### src/rtl/shifter_pkg.sv
// Shared definitions for the two-requester shift arbiter: default data width
// and the controller state encoding.
package shifter_pkg;

  localparam int DEFAULT_WIDTH = 16;

  typedef enum logic [1:0] {
    ST_IDLE   = 2'd0,
    ST_SHIFT  = 2'd1,
    ST_RESULT = 2'd2
  } state_t;

endpackage

### src/rtl/right_shifter.sv
// Zero-filling logical right shifter shared by both requesters.
module right_shifter
  import shifter_pkg::*;
#(
  parameter int width = DEFAULT_WIDTH,
  localparam int l = $clog2(width)
) (
  input  logic [width-1:0] i_a,
  input  logic [l-1:0]     i_b,
  output logic [width-1:0] o_y
);

  assign o_y = i_a >> i_b;

endmodule

### src/rtl/shift_arbiter.sv
// Round-robin arbiter in front of a single right shifter. One operation is in
// flight at a time; the result is held until the consumer takes it.
//
// state     | meaning
// ----------+------------------------------------------------------------
// ST_IDLE   | waiting for a request; grants one requester combinationally
// ST_SHIFT  | latched operands drive the shifter; result captured at edge
// ST_RESULT | res_valid high, result held until res_ready is sampled
module shift_arbiter
  import shifter_pkg::*;
#(
  parameter int width = DEFAULT_WIDTH,
  localparam int l = $clog2(width)
) (
  input  logic             clk,
  input  logic             rst_n,
  input  logic             req0_valid,
  output logic             req0_ready,
  input  logic [width-1:0] req0_a,
  input  logic [l-1:0]     req0_b,
  input  logic             req1_valid,
  output logic             req1_ready,
  input  logic [width-1:0] req1_a,
  input  logic [l-1:0]     req1_b,
  output logic             res_valid,
  input  logic             res_ready,
  output logic [width-1:0] res_y,
  output logic             res_id
);

  state_t r_state;
  state_t w_state_nxt;

  logic [width-1:0] r_a;
  logic [l-1:0]     r_b;
  logic             r_id;
  logic             r_last;
  logic [width-1:0] r_res_y;
  logic             r_res_id;

  logic             w_grant;
  logic             w_gnt_id;
  logic [width-1:0] w_y;

  // Winner selection: a lone requester always wins; on a tie the one not
  // granted last wins.
  assign w_gnt_id = (req0_valid && req1_valid) ? ~r_last : req1_valid;

  // State register.
  always_ff @(posedge clk or negedge rst_n) begin
    if (!rst_n) begin
      r_state <= ST_IDLE;
    end else begin
      r_state <= w_state_nxt;
    end
  end

  // Next-state logic.
  always_comb begin
    w_state_nxt = r_state;
    unique case (r_state)
      ST_IDLE:   if (req0_valid || req1_valid) w_state_nxt = ST_SHIFT;
      ST_SHIFT:  w_state_nxt = ST_RESULT;
      ST_RESULT: if (res_ready) w_state_nxt = ST_IDLE;
      default:   w_state_nxt = ST_IDLE;
    endcase
  end

  // Outputs: grant only in IDLE and never while reset is asserted.
  always_comb begin
    w_grant    = 1'b0;
    res_valid  = 1'b0;
    req0_ready = 1'b0;
    req1_ready = 1'b0;
    if (r_state == ST_IDLE) begin
      w_grant = rst_n && (req0_valid || req1_valid);
    end
    if (r_state == ST_RESULT) begin
      res_valid = 1'b1;
    end
    req0_ready = w_grant && !w_gnt_id;
    req1_ready = w_grant &&  w_gnt_id;
  end

  // Operand capture on grant and result capture in SHIFT.
  always_ff @(posedge clk or negedge rst_n) begin
    if (!rst_n) begin
      r_a      <= '0;
      r_b      <= '0;
      r_id     <= 1'b0;
      r_last   <= 1'b1;
      r_res_y  <= '0;
      r_res_id <= 1'b0;
    end else begin
      if (w_grant) begin
        r_a    <= w_gnt_id ? req1_a : req0_a;
        r_b    <= w_gnt_id ? req1_b : req0_b;
        r_id   <= w_gnt_id;
        r_last <= w_gnt_id;
      end
      if (r_state == ST_SHIFT) begin
        r_res_y  <= w_y;
        r_res_id <= r_id;
      end
    end
  end

  right_shifter #(
    .width(width)
  ) u_right_shifter (
    .i_a(r_a),
    .i_b(r_b),
    .o_y(w_y)
  );

  assign res_y  = r_res_y;
  assign res_id = r_res_id;

endmodule

### config.mk
export PLATFORM = sky130hd
export DESIGN_NAME = shift_arbiter
export DESIGN_NICKNAME = d
export VERILOG_FILES = /design/src/rtl/shifter_pkg.sv /design/src/rtl/right_shifter.sv /design/src/rtl/shift_arbiter.sv
export SDC_FILE = /design/constraint.sdc
export NUM_CORES = 1
export LEC_CHECK = 0
export ABC_CLOCK_PERIOD_IN_PS = 2200
export BUFFER_PORTS_ARGS = -buffer_cell sky130_fd_sc_hd__buf_2
export CAP_MARGIN = 40
export CORE_ASPECT_RATIO = 1.5
export CORE_MARGIN = 10
export CORE_UTILIZATION = 40
export DETAILED_ROUTE_END_ITERATION = 12
export HOLD_SLACK_MARGIN = 0.05
export PLACE_DENSITY_LB_ADDON = 0.12
export SYNTH_ARGS = -nofsm -noshare
export SYNTH_HDL_FRONTEND = slang
export SYNTH_SLANG_ARGS = --single-unit
### constraint.sdc
create_clock -name clk -period 2.2 [get_ports clk]
set_clock_uncertainty 0.15 [all_clocks]
set_input_delay 0.33 -clock clk [delete_from_list [all_inputs] [get_ports clk]]
set_output_delay 0.33 -clock clk [all_outputs]
set_load 0.02 [all_outputs]
# Yosys cells after proc, flatten, opt, wreduce, memory -nomap -nowiden
# Cells that the tools add are included.
# totals
register_bits,41
input_bits,45
# op_classes
n_eq_ne,4
shifts,1
mux,8
n_bitwise,1
n_reduce_logical,8
# ops
operator,count
two-way mux 16 bit,1
right shift 16 x 4 -> 16 bit,1
case mux 2 bit (3 select lines),1
logical AND 1 bit,4
two-way mux 2 bit,2
two-way mux 4 bit,1
two-way mux 1 bit,3
"== test 2 x 1 -> 1 bit, second input constant",1
"== test 2 bit, second input constant",1
logical NOT 2 bit,1
"!= test 2 x 1 -> 1 bit, second input constant",1
"!= test 2 bit, second input constant",1
AND reduction 2 bit,1
logical NOT 1 bit,1
logical OR 1 bit,1
NOT 1 bit,1

# Logic depth before layout (Yosys ltp)
# Gate-level depths: netlist (run 1).
# logic_depth
depth_word,4
ltp_mapped,7

# Modules after synthesis
# From an unflattened synthesis (run 1), not the netlist that was laid out.
# unflattened
cells_unflattened,209
hier_area_um2,2468.6
# by_module_without_submodules
module,n_inst,cells_each,area_per_inst_um2,seq_area_each_um2
shift_arbiter,1,123,1735.4,1027.2
right_shifter,1,86,733.2,0.0

# Worst setup path before layout (run 1)
# No wires, ideal clock.
# synth_path
kind,flip-flop to output port
startpoint,reg r_state[1]
endpoint,out req0_ready
arrival_ns,1.225
required_time_ns,1.720
setup_slack_ns,0.495
path_stages_with_launch,5
path_buffers,1
path_cell_list,dfrtp_1 -> nor2_1 -> nand3b_1 -> nor2_1 -> clkbuf_1
# synth_between
elab_chain_cells,3
# synth_lines
element,line_no,source
"start, declared",shift_arbiter.sv:31,state_t r_state;
"start signal, assigned",shift_arbiter.sv:54,r_state <= w_state_nxt;
logical NOT 2 bit,shift_arbiter.sv:75,if (r_state == ST_IDLE) begin
two-way mux 1 bit,shift_arbiter.sv:75,
logical AND 1 bit,shift_arbiter.sv:81,req0_ready = w_grant && !w_gnt_id;
"end, declared",shift_arbiter.sv:18,"output logic req0_ready,"
# No other way between the ends.

# Worst setup path in the final report (run 1)
# Ends and elaborated chain as after synthesis.

==> metrics.md, run 1 <==
| Metric | Value |
|---|---|
| DRT Pass-1 Iters | `4` |
| Row cnt | `34` |
| Inserted Diodes | `0` |
| Normalized max-slew margin | `61.7%` |
| CP max stage delay | `0.42 ns` |
| DRT iter0 DRCs | `90` |
| Full die area | `~9400 um^2` |
| Power, Total | `about 0.0046 W` |
| Syn avg cell area | `11.2 um^2` |
| CTS tree | `built` |
| Max clock buf depth | `2` |
| Antenna Violating Nets Remaining | `0` |
| Worst slew pin tran | `0.571 ns` |
| Clock Latency Late Sink | `0.29 ns` |
| Layout area overhead | `22.4%` |
| Core ar. | `5790 um^2` |
| Nets | `319` |
| WL final | `6.30 mm` |
| Pre-CTS WS | `about 0.15 ns` |
| Register area | `just over 1000 um^2` |
| Leakage | `roughly 1.5 nW` |
| Ys flop type | `dfrtp_1` |
| Crit share post-route | `94.5%` |
| Crit path max-delay family | `simple AND/OR/NAND/NOR gates` |
| Power per cell area | `1600 nW/um^2` |
| Clock sink count | `slightly above 40` |
| WP depth | `4` |
| Max Fclk | `0.481 GHz` |
| Total congestion overflow | `0` |
| Wire per inst | `~18 um` |
| Most used cell along the critical path | `nor2_1` |
| Setup-failing EPs final | `0` |
| RSZ-0062 raised after global routing | `no` |
| Top-count cell post-synth | `dfrtp_1` |
| Post-synthesis cell type count | `38` |
| Placed cell count | `338` |
| CP required | `1.72 ns` |
| Status | `completed` |
| Max_cap viols | `0` |
| Ratio of cells with drive above 1 in the final layout | `35.3%` |
| CP max stage cell | `dfrtp_1` |
| Die height | `roughly 110 um` |
| Synth top area cells | `dfrtp_1, a22o_1, mux4_2, a21o_1, mux2i_1` |
| Initial Utilization | `about two fifths` |
| Setup TNS | `0 ns` |
| Synth cell count leaders | `dfrtp_1, a22o_1, a21o_1` |
| Post-synth top area share | `42.4%` |
| Worst Hold Path Cells | `2` |
| Post-synth EDFFs | `0` |
| Reg clk slew, reported paths | `0.08 ns` |
| Yosys warnings | `0` |
| Worst EP arrival | `1.60 ns` |
| Die W | `82.7 um` |
| Cts bufs inserted | `5` |
| Area of the multi-input gates | `1210 um^2` |
| Final worst path period need | `2.08 ns` |
| Final Hold Vio Count | `0` |
| Routability Congestion | `0.825` |
| Root Driver | `clkbuf_8` |
| Async SR Flop Fraction | `between 90% and 100%` |
| Synthesized instance count | `210` |
| Fillers | `roughly 580` |
| Sequential area share after synthesis | `43.5%` |
| Initial antenna violation count | `0` |
| CP cell instances | `nor2_1 -> nand3b_1 -> nor2_1 -> buf_2` |
| CP endpoint kind | `output port` |
| Yosys reg bits | `41` |
| Synthesized area | `approximately 2400 um^2` |
| Worst r2r path cells | `4` |
| Worst Path Max Fanout | `5` |
| Final worst slack | `0.121 ns` |
| IO buf count | `64` |
| DR DRC count | `0` |
| CP Buf/Inv Count | `1` |
| Post-Syn Nets | `255` |
| Largest area contributor in the netlist | `dfrtp_1` |
| DR vias | `around 1.9k` |
| Global-route usage over all layers | `about 14%` |
| Global-route wire length before repair | `10.5 mm` |
| Io pins | `65` |
| Fin. max-slew vios | `0` |
| Worst hold path class | `primary input to flip-flop` |
| CP Class | `flip-flop to output port` |
| Vias in the first global route | `1991` |
| Drt via density | `5.54` |
| Pin count of the biggest net entering global routing | `24` |
| Crit start category | `flip-flop` |
| Worst vdd ir | `0.000584 V` |
| Post-DP HPWL | `4.92 mm` |
| Max H-tree Level | `2` |
| Post-CTS Setup Bufs | `0` |
| Cell Count, Final, Fillers Out | `347` |
## routing by layer
metal	vias up	wire, um	global-route usage [%]
li1	925	-	-
met1	935	2640	17.6
met2	57	3170	22.5
met3	5	408	3.93
met4	0	82	4.37
met5	-	0	0
## layout make-up
cell class | count | share of cell area [%]
multi-input combinational | 146 | 41.7
sequential | 41 | 35.6
timing repair buffer | 77 | 14.5
tap | 72 | 3.12
clock buffer | 5 | 2.38
clock inverter | 3 | 2.25
inverter | 3 | 0.390
## cell usage in the layout, fill, tap and decap left out, drive strengths merged, types with 3 or more instances in the layout
cell type   n
a21o       22
a22o       25
buf        76
clkbuf      5
dfrtp      40
inv         3
mux2i      16
mux4       10
nand2      14
nand2b      5
nand3b      3
nor2       10
nor2b       3
nor3        3
o211ai      5
o21ai       9
## cells by family after synthesis
family,Yosys count,synth area share (%)
flops,41,43.5
buf+inv,23,5.46
compound gates,74,24.0
simple gates,45,9.37
mux,27,17.6
## sequential cells by signal (all words and copies together) (netlist names)
signal and count:
r_id 1, r_state 2, r_b 4, r_a 16, r_last 1, res_id 1, res_y 16
## report_power, final
part	leakage (nW)	switching [W]	total, W	internal, W
registers	0.511	0.000417	0.00152	0.00110
logic	0.905	0.00117	0.00237	0.00120
clock network	0.0681	0.000271	0.000722	0.000451
## worst reg2reg max path, cell delays in order, from the launching register on
cell,delay (ns)
dfrtp_1,0.48
buf_4,0.32
mux2_2,0.38
a21boi_0,0.36
a31o_1,0.20
## final timing paths
path	startpoint	end	slack, ns
max	r_state[1]	req0_ready	0.12
min	req0_b[0]	r_b[0]	0.08
max reg2reg	r_b[0]	res_y[2]	0.25
min reg2reg	res_y[9]	res_y[9]	0.33
max in group asynchronous	rst_n	res_y[11]	1.14
min in group asynchronous	rst_n	r_b[0]	0.50
## timing repair
action | in CTS | in global routing
gates resized for setup | 0 | 1
hold buffers | 1 | 0
hold endpoints to repair | 40 | 0
setup endpoints to repair | 0 | 1
## through the flow
stage          area (um^2)  utilization, %  hold slack, ns
2_1_floorplan         2360               -          -0.116
3_3_place_gp          2750            47.4           0.208
3_5_place_dp          2750            47.4           0.204
4_1_cts               2890            49.9          0.0706
5_1_grt               2890            50.0          0.0700
6_report              2890            50.0          0.0755
Power figures use the tool's default switching activity.
==> inputs of run 2 (changes only) <==
--- a/config.mk
+++ b/config.mk
@@ -5,7 +5,7 @@
 export SDC_FILE = /design/constraint.sdc
 export NUM_CORES = 1
 export LEC_CHECK = 0
-export ABC_CLOCK_PERIOD_IN_PS = 2200
+export ABC_CLOCK_PERIOD_IN_PS = 1940
 export BUFFER_PORTS_ARGS = -buffer_cell sky130_fd_sc_hd__buf_2
 export CAP_MARGIN = 40
 export CORE_ASPECT_RATIO = 1.5
==> constraint.sdc (replaced) <==
create_clock -name clk -period 1.94 [get_ports clk]
set_clock_uncertainty 0.15 [all_clocks]
set_input_delay 0.291 -clock clk [delete_from_list [all_inputs] [get_ports clk]]
set_output_delay 0.291 -clock clk [all_outputs]
set_load 0.02 [all_outputs]
==> metrics.md, run 2 (synthesis results as in run 1) <==
| Metric | Value |
|---|---|
| Crit start category | `flip-flop` |
| Routability Congestion | `0.855 (+3.7%)` |
| Cts bufs inserted | `5 (unchanged)` |
| Nets | `339 (+6.3%)` |
| Normalized max-slew margin | `62.5% (+0.86 points)` |
| DR DRC count | `0 (unchanged)` |
| Antenna Violating Nets Remaining | `0 (unchanged)` |
| Max_cap viols | `0 (unchanged)` |
| Row cnt | `34 (unchanged)` |
| CTS tree | `built` |
| Inserted Diodes | `0 (unchanged)` |
| Worst EP arrival | `1.49 ns (-0.11 ns)` |
| Setup-failing EPs final | `0 (unchanged)` |
| GR met2 Demand/Resource | `22.6% (+0.10 points)` |
| Die height | `114 um (unchanged)` |
| Sw Ratio | `40.9% (+0.53 points)` |
| Full die area | `9440 um^2 (unchanged)` |
| Global-route usage over all layers | `13.7% (-0.29 points)` |
| Fraction of power consumed by combinational cells | `55.6% (+4.2 points)` |
| CP Class | `flip-flop to output port` |
| DRT Pass-1 Iters | `4 (unchanged)` |
| IO buf count | `64 (unchanged)` |
| Leakage | `1.58 nW (+6.6%)` |
| Hold Path End | `r_b[0]` |
| CP max stage delay | `0.42 ns (about the same)` |
| Psw | `0.00211 W (+13%)` |
| Max Fclk | `just over 0.5 GHz` |
| Io pins | `65 (unchanged)` |
| Worst hold path class | `primary input to flip-flop` |
| Most common cell after layout, fill and taps aside | `buf_2` |
| RSZ-0062 raised after global routing | `yes` |
| Final worst path period need | `1.93 ns` |
| WL final | `6.40 mm (+1.5%)` |
| Wire per inst | `17.4 um (-4.0%)` |
| Worst Path Max Fanout | `11 (+6)` |
| Pin count of the biggest net entering global routing | `25 (+4.2%)` |
| Ratio of cells with drive above 1 in the final layout | `34.2% (-1.0 points)` |
| CP required | `1.50 ns (-0.22 ns)` |
| Most frequent cells in the layout | `buf_2, dfrtp_1, a22o_1` |
| Total congestion overflow | `0 (unchanged)` |
| Setup slack, reg-to-reg | `0.10 ns (-0.15 ns)` |
| CP endpoint kind | `output port` |
| Reg-to-reg startpoint | `r_b[1]` |
| DR vias | `1998 (+4.0%)` |
| Layout area overhead | `32.6%` |
| Worst reg2reg endpoint | `res_y[4]` |
| CP max stage cell | `dfrtp_1` |
| Cell Count, Final, Fillers Out | `367 (+5.8%)` |
| Worst vdd ir | `0.000721 V (+23%)` |
| Reg clk slew, reported paths | `0.08 ns (about the same)` |
| Internal Pwr Total | `0.00305 W (+11%)` |
| Share of power burned in registers | `32.5% (-0.4 points)` |
| Status | `completed` |
| Drt via density | `5.44 (-1.7%)` |
| Worst slew pin tran | `0.562 ns (-0.00856 ns)` |
| Vias in the first global route | `2100 (+5.5%)` |
| Die W | `82.7 um (unchanged)` |
| Fin. max-slew vios | `0 (unchanged)` |
| Core ar. | `5790 um^2 (unchanged)` |
| Placed cell count | `338 (unchanged)` |
| DRT iter0 DRCs | `187 (+110%)` |
| Clock sink count | `41 (unchanged)` |
| Setup TNS | `0 ns (unchanged)` |
| Initial antenna violation count | `0 (unchanged)` |
| Post-DP HPWL | `4.73 mm (-3.7%)` |
| Grt peak-use layer | `met2` |
| Clock Latency Late Sink | `0.29 ns (about the same)` |
| CP cell instances | `nor2_1 -> nand3b_1 -> nor2_4 -> buf_12 -> buf_4` |
| Worst Hold Path Cells | `2 (unchanged)` |
| Max H-tree Level | `2 (unchanged)` |
| Worst r2r path cells | `5 (+1)` |
| Routing usage on met3 | `3.77% (-0.16 points)` |
| Power per cell area | `1650 nW/um^2 (+3.1%)` |
| HP Start | `req0_b[0]` |
| Global-route wire length before repair | `10.5 mm (+0.19%)` |
| Clock power frac | `11.9% (-3.7 points)` |
| Crit share post-route | `99.5%` |
| Final Hold Vio Count | `0 (unchanged)` |
| M1 GR Usage | `17.1% (-0.48 points)` |
| Initial Utilization | `40.8% (unchanged)` |
| Root Driver | `clkbuf_8` |
| Max clock buf depth | `2 (unchanged)` |
==> run 2: cell types whose count changed in the layout (fill, tap and decap cells not counted), sizes merged <==
cell,before,now
buf,76,78
bufinv,2,0
clkbuf,5,8
dlygate4sd3,1,18
==> run 2: worst max path at each step <==
stage | cells after the start | to | start
3_5_place_dp | 4 | res_y[2] | r_b[0]
4_1_cts | 5 | req0_ready | r_state[1]
3_3_place_gp | 4 | res_y[2] | r_b[0]
2_1_floorplan | 6 | r_a[10] | r_last
5_1_grt | 5 | req0_ready | r_state[0]
6_report | 5 | req0_ready | r_state[1]
==> run 2: metrics by stage <==
| stage | setup WS (ns) | power (W) | utilization (%) | hold WS [ns] | area [um^2] |
|---|---|---|---|---|---|
| 2_1_floorplan | 0.268 | 0.00375 | - | -0.155 | 2360 |
| 3_5_place_dp | 0.0804 | 0.00446 | 48.1 | 0.163 | 2780 |
| 5_1_grt | -0.113 | 0.00555 | 54.1 | 0.0526 | 3130 |
| 3_3_place_gp | 0.0920 | 0.00445 | 48.1 | 0.169 | 2780 |
| 4_1_cts | 0.00220 | 0.00513 | 52.9 | 0.0518 | 3060 |
| 6_report | 0.00893 | 0.00515 | 54.1 | 0.0554 | 3130 |
==> run 2: layer usage <==
layer / wire [um] / vias to the layer above / part of all wire [%]
li1: - / 969 / -
met1: 2610 / 973 / 41
met2: 3310 / 48 / 52
met3: 386 / 8 / 6.0
met4: 91 / 0 / 1.4
met5: 0 / - / 0
==> run 2: critical path: cells and delay by family (launching register included) <==
kind / cells / cell delay, ns
buffers and inverters: 2 / 0.29
flip-flops: 1 / 0.42
AND/OR/NAND/NOR: 3 / 0.50
==> run 2: repair_timing <==
action / 4_1_cts / 5_1_grt
endpoints found under the hold margin: 56 / 1
cloned: 0 / 1
gates resized for setup: 3 / 5
endpoints found under the setup margin: 1 / 4
pin swaps: 0 / 1
hold buffers: 17 / 1
setup buffers: 0 / 2
==> run 2: power groups by stage <==
| stage | logic [W] | clock network, W | registers (W) |
|---|---|---|---|
| 6_report | 0.00286 | 0.000614 | 0.00168 |
| 5_1_grt | 0.00314 | 0.000669 | 0.00175 |
| 4_1_cts | 0.00282 | 0.000636 | 0.00167 |
| 3_5_place_dp | 0.00278 | 0 | 0.00168 |
| 3_3_place_gp | 0.00276 | 0 | 0.00168 |
| 2_1_floorplan | 0.00208 | 0 | 0.00167 |
==> run 2: layout make-up <==
type                       count  area [um^2]
clock buffer                   7         96.3
clock inverter                 1         5.00
fill                         537         2650
inverter                       3         11.3
multi-input combinational    146         1220
sequential                    41         1030
tap                           72         90.1
timing repair buffer          97          677
==> inputs of run 3 (changes only) <==
--- a/config.mk
+++ b/config.mk
@@ -14,6 +14,7 @@
 export DETAILED_ROUTE_END_ITERATION = 12
 export HOLD_SLACK_MARGIN = 0.05
 export PLACE_DENSITY_LB_ADDON = 0.12
+export SLEW_MARGIN = 20
 export SYNTH_ARGS = -nofsm -noshare
 export SYNTH_HDL_FRONTEND = slang
 export SYNTH_SLANG_ARGS = --single-unit
==> constraint.sdc (replaced) <==
create_clock -name clk -period 1.94 [get_ports clk]
set_clock_uncertainty 0.15 [all_clocks]
set_input_delay 0.291 -clock clk [delete_from_list [all_inputs] [get_ports clk]]
set_output_delay 0.291 -clock clk [all_outputs]
set_load 0.005 [all_outputs]
==> metrics.md, run 3 (synthesis results as in run 1) <==
| Metric | Value |
|---|---|
| Area of the multi-input gates | `1220 um^2 (-0.71%)` |
| Max Fclk | `0.537 GHz (+3.7%)` |
| Setup slack, reg-to-reg | `0.13 ns (+0.03 ns)` |
| Nets | `338 (-0.29%)` |
| Worst slew pin tran | `0.545 ns (-0.0172 ns)` |
| Ratio of cells with drive above 1 in the final layout | `34.0% (-0.22 points)` |
| Clock sink count | `41 (unchanged)` |
| Vias in the first global route | `2084 (-0.76%)` |
| Wire per inst | `17.5 um (+0.32%)` |
| RSZ-0062 raised after global routing | `yes` |
| Drt via density | `5.47 (+0.52%)` |
| Cts bufs inserted | `5 (unchanged)` |
| Worst vdd ir | `0.000753 V (+4.5%)` |
| Global-route usage over all layers | `13.9% (+0.14 points)` |
| WL final | `6.40 mm (about the same)` |
| Max H-tree Level | `2 (unchanged)` |
| Crit share post-route | `96.0% (-3.5 points)` |
| DR vias | `2003 (+0.25%)` |
| Worst Hold Path Cells | `2 (unchanged)` |
| CTS tree | `built` |
| Core ar. | `5790 um^2 (unchanged)` |
| Die W | `82.7 um (unchanged)` |
| Initial Utilization | `40.8% (unchanged)` |
| Fillers | `570 (+6.1%)` |
| Final Hold Vio Count | `0 (unchanged)` |
| Total congestion overflow | `0 (unchanged)` |
| Worst r2r path cells | `5 (unchanged)` |
| Initial antenna violation count | `0 (unchanged)` |
| Fin. max-slew vios | `0 (unchanged)` |
| Pin count of the biggest net entering global routing | `27 (+8.0%)` |
| Routability Congestion | `0.909 (+6.4%)` |
| Setup TNS | `0 ns (unchanged)` |
| Row cnt | `34 (unchanged)` |
| DRT iter0 DRCs | `92 (-51%)` |
| IO buf count | `64 (unchanged)` |
| CP required | `1.50 ns (about the same)` |
| Worst reg2reg endpoint | `res_y[4]` |
| Global-route wire length before repair | `10.5 mm (-0.32%)` |
| Post-CTS Setup Bufs | `0 (unchanged)` |
| Most common cell after layout, fill and taps aside | `buf_2` |
| Most frequent cells in the layout | `buf_2, dfrtp_1, a22o_1` |
| Register area | `1030 um^2 (unchanged)` |
| DR DRC count | `0 (unchanged)` |
| Max clock buf depth | `2 (unchanged)` |
| Power per cell area | `1630 nW/um^2 (-1.1%)` |
| Clock Latency Late Sink | `0.29 ns (about the same)` |
| Post-DP HPWL | `4.89 mm (+3.5%)` |
| Leakage | `1.57 nW (-1.0%)` |
| Inserted Diodes | `0 (unchanged)` |
| Worst hold margin | `0.0518 ns (-0.00358 ns)` |
| Reg-to-reg startpoint | `r_b[1]` |
| Root Driver | `clkbuf_8` |
| Antenna Violating Nets Remaining | `0 (unchanged)` |
| Full die area | `9440 um^2 (unchanged)` |
| Die height | `114 um (unchanged)` |
| Core Util, Final | `53.7% (-0.43 points)` |
| Worst hold path class | `primary input to flip-flop` |
| CP endpoint kind | `output port` |
| Setup-failing EPs final | `0 (unchanged)` |
| Status | `completed` |
| Layout area overhead | `31.5%` |
| Normalized max-slew margin | `63.7% (+1.1 points)` |
| HP Start | `req0_a[11]` |
| Reg clk slew, reported paths | `0.08 ns (about the same)` |
| Crit start category | `flip-flop` |
| Max_cap viols | `0 (unchanged)` |
| Io pins | `65 (unchanged)` |
| DRT Pass-1 Iters | `4 (unchanged)` |
| Worst Path Max Fanout | `21 (+10)` |
| Worst EP arrival | `1.42 ns (-0.07 ns)` |
| Hold Path End | `r_a[11]` |
| Final worst path period need | `1.86 ns (-0.0681 ns)` |
| CP Class | `flip-flop to output port` |
## run 3: changes by cell type in the layout (fill, tap and decap cells not counted), sizes merged
cell / change
clkinv: -1
buf: -1
dlygate4sd3: +1
bufinv: +1
clkbuf: -1
## run 3: power by group
part           internal, W  total, W  switching, W
clock             0.000420  0.000715      0.000295
sequential         0.00125   0.00168      0.000428
combinational      0.00145   0.00266       0.00122
total              0.00312   0.00506       0.00194
## run 3: area by class of cell
class                      count  area share (%)
inverter                       3           0.362
timing repair buffer          96            20.8
sequential                    41            33.1
multi-input combinational    146            39.1
clock buffer                   7            2.78
tap                           72            2.90
clock inverter                 1           0.967
## run 3: per-stage QoR
step / worst slack, ns / power, W / cell area [um^2] / std cells
after global routing: -0.0311 / 0.00543 / 3110 / 366
after detailed placement: 0.142 / 0.00433 / 2790 / 339
after floorplan: 0.293 / 0.00357 / 2360 / 210
after CTS: 0.0194 / 0.00508 / 3100 / 366
final: 0.0770 / 0.00506 / 3110 / 366
after global placement: 0.147 / 0.00429 / 2790 / 339
## run 3: worst max-delay path: stages (launching register included)
cell	delay (ns)
dfrtp_1	0.42
nor2_2	0.14
nand3b_1	0.12
nor2_2	0.14
buf_12	0.17
buf_2	0.13
## run 3: layer usage
metal  global-route usage, %  share of wire [%]
met5                       0                  0
met4                    3.92                1.4
met3                    4.01                6.4
met2                    23.8                 52
met1                    16.1                 40
## run 3: what timing repair did
| action | 4_1_cts | 5_1_grt |
|---|---|---|
| hold buffers | 19 | 0 |
| resized for setup | 2 | 3 |
| endpoints found under the setup margin | 1 | 2 |
| pin swaps | 0 | 2 |
| hold endpoints to repair | 58 | 0 |
## run 3: worst max-delay path by stage
stage               startpoint    endpoint  slack, ns
floorplan               r_b[1]    res_y[0]       0.29
global placement        r_b[0]    res_y[5]       0.15
detailed placement      r_b[0]    res_y[2]       0.14
CTS                 r_state[1]  req0_ready       0.02
global route        r_state[0]  req0_ready      -0.03
finish              r_state[0]  req0_ready       0.08
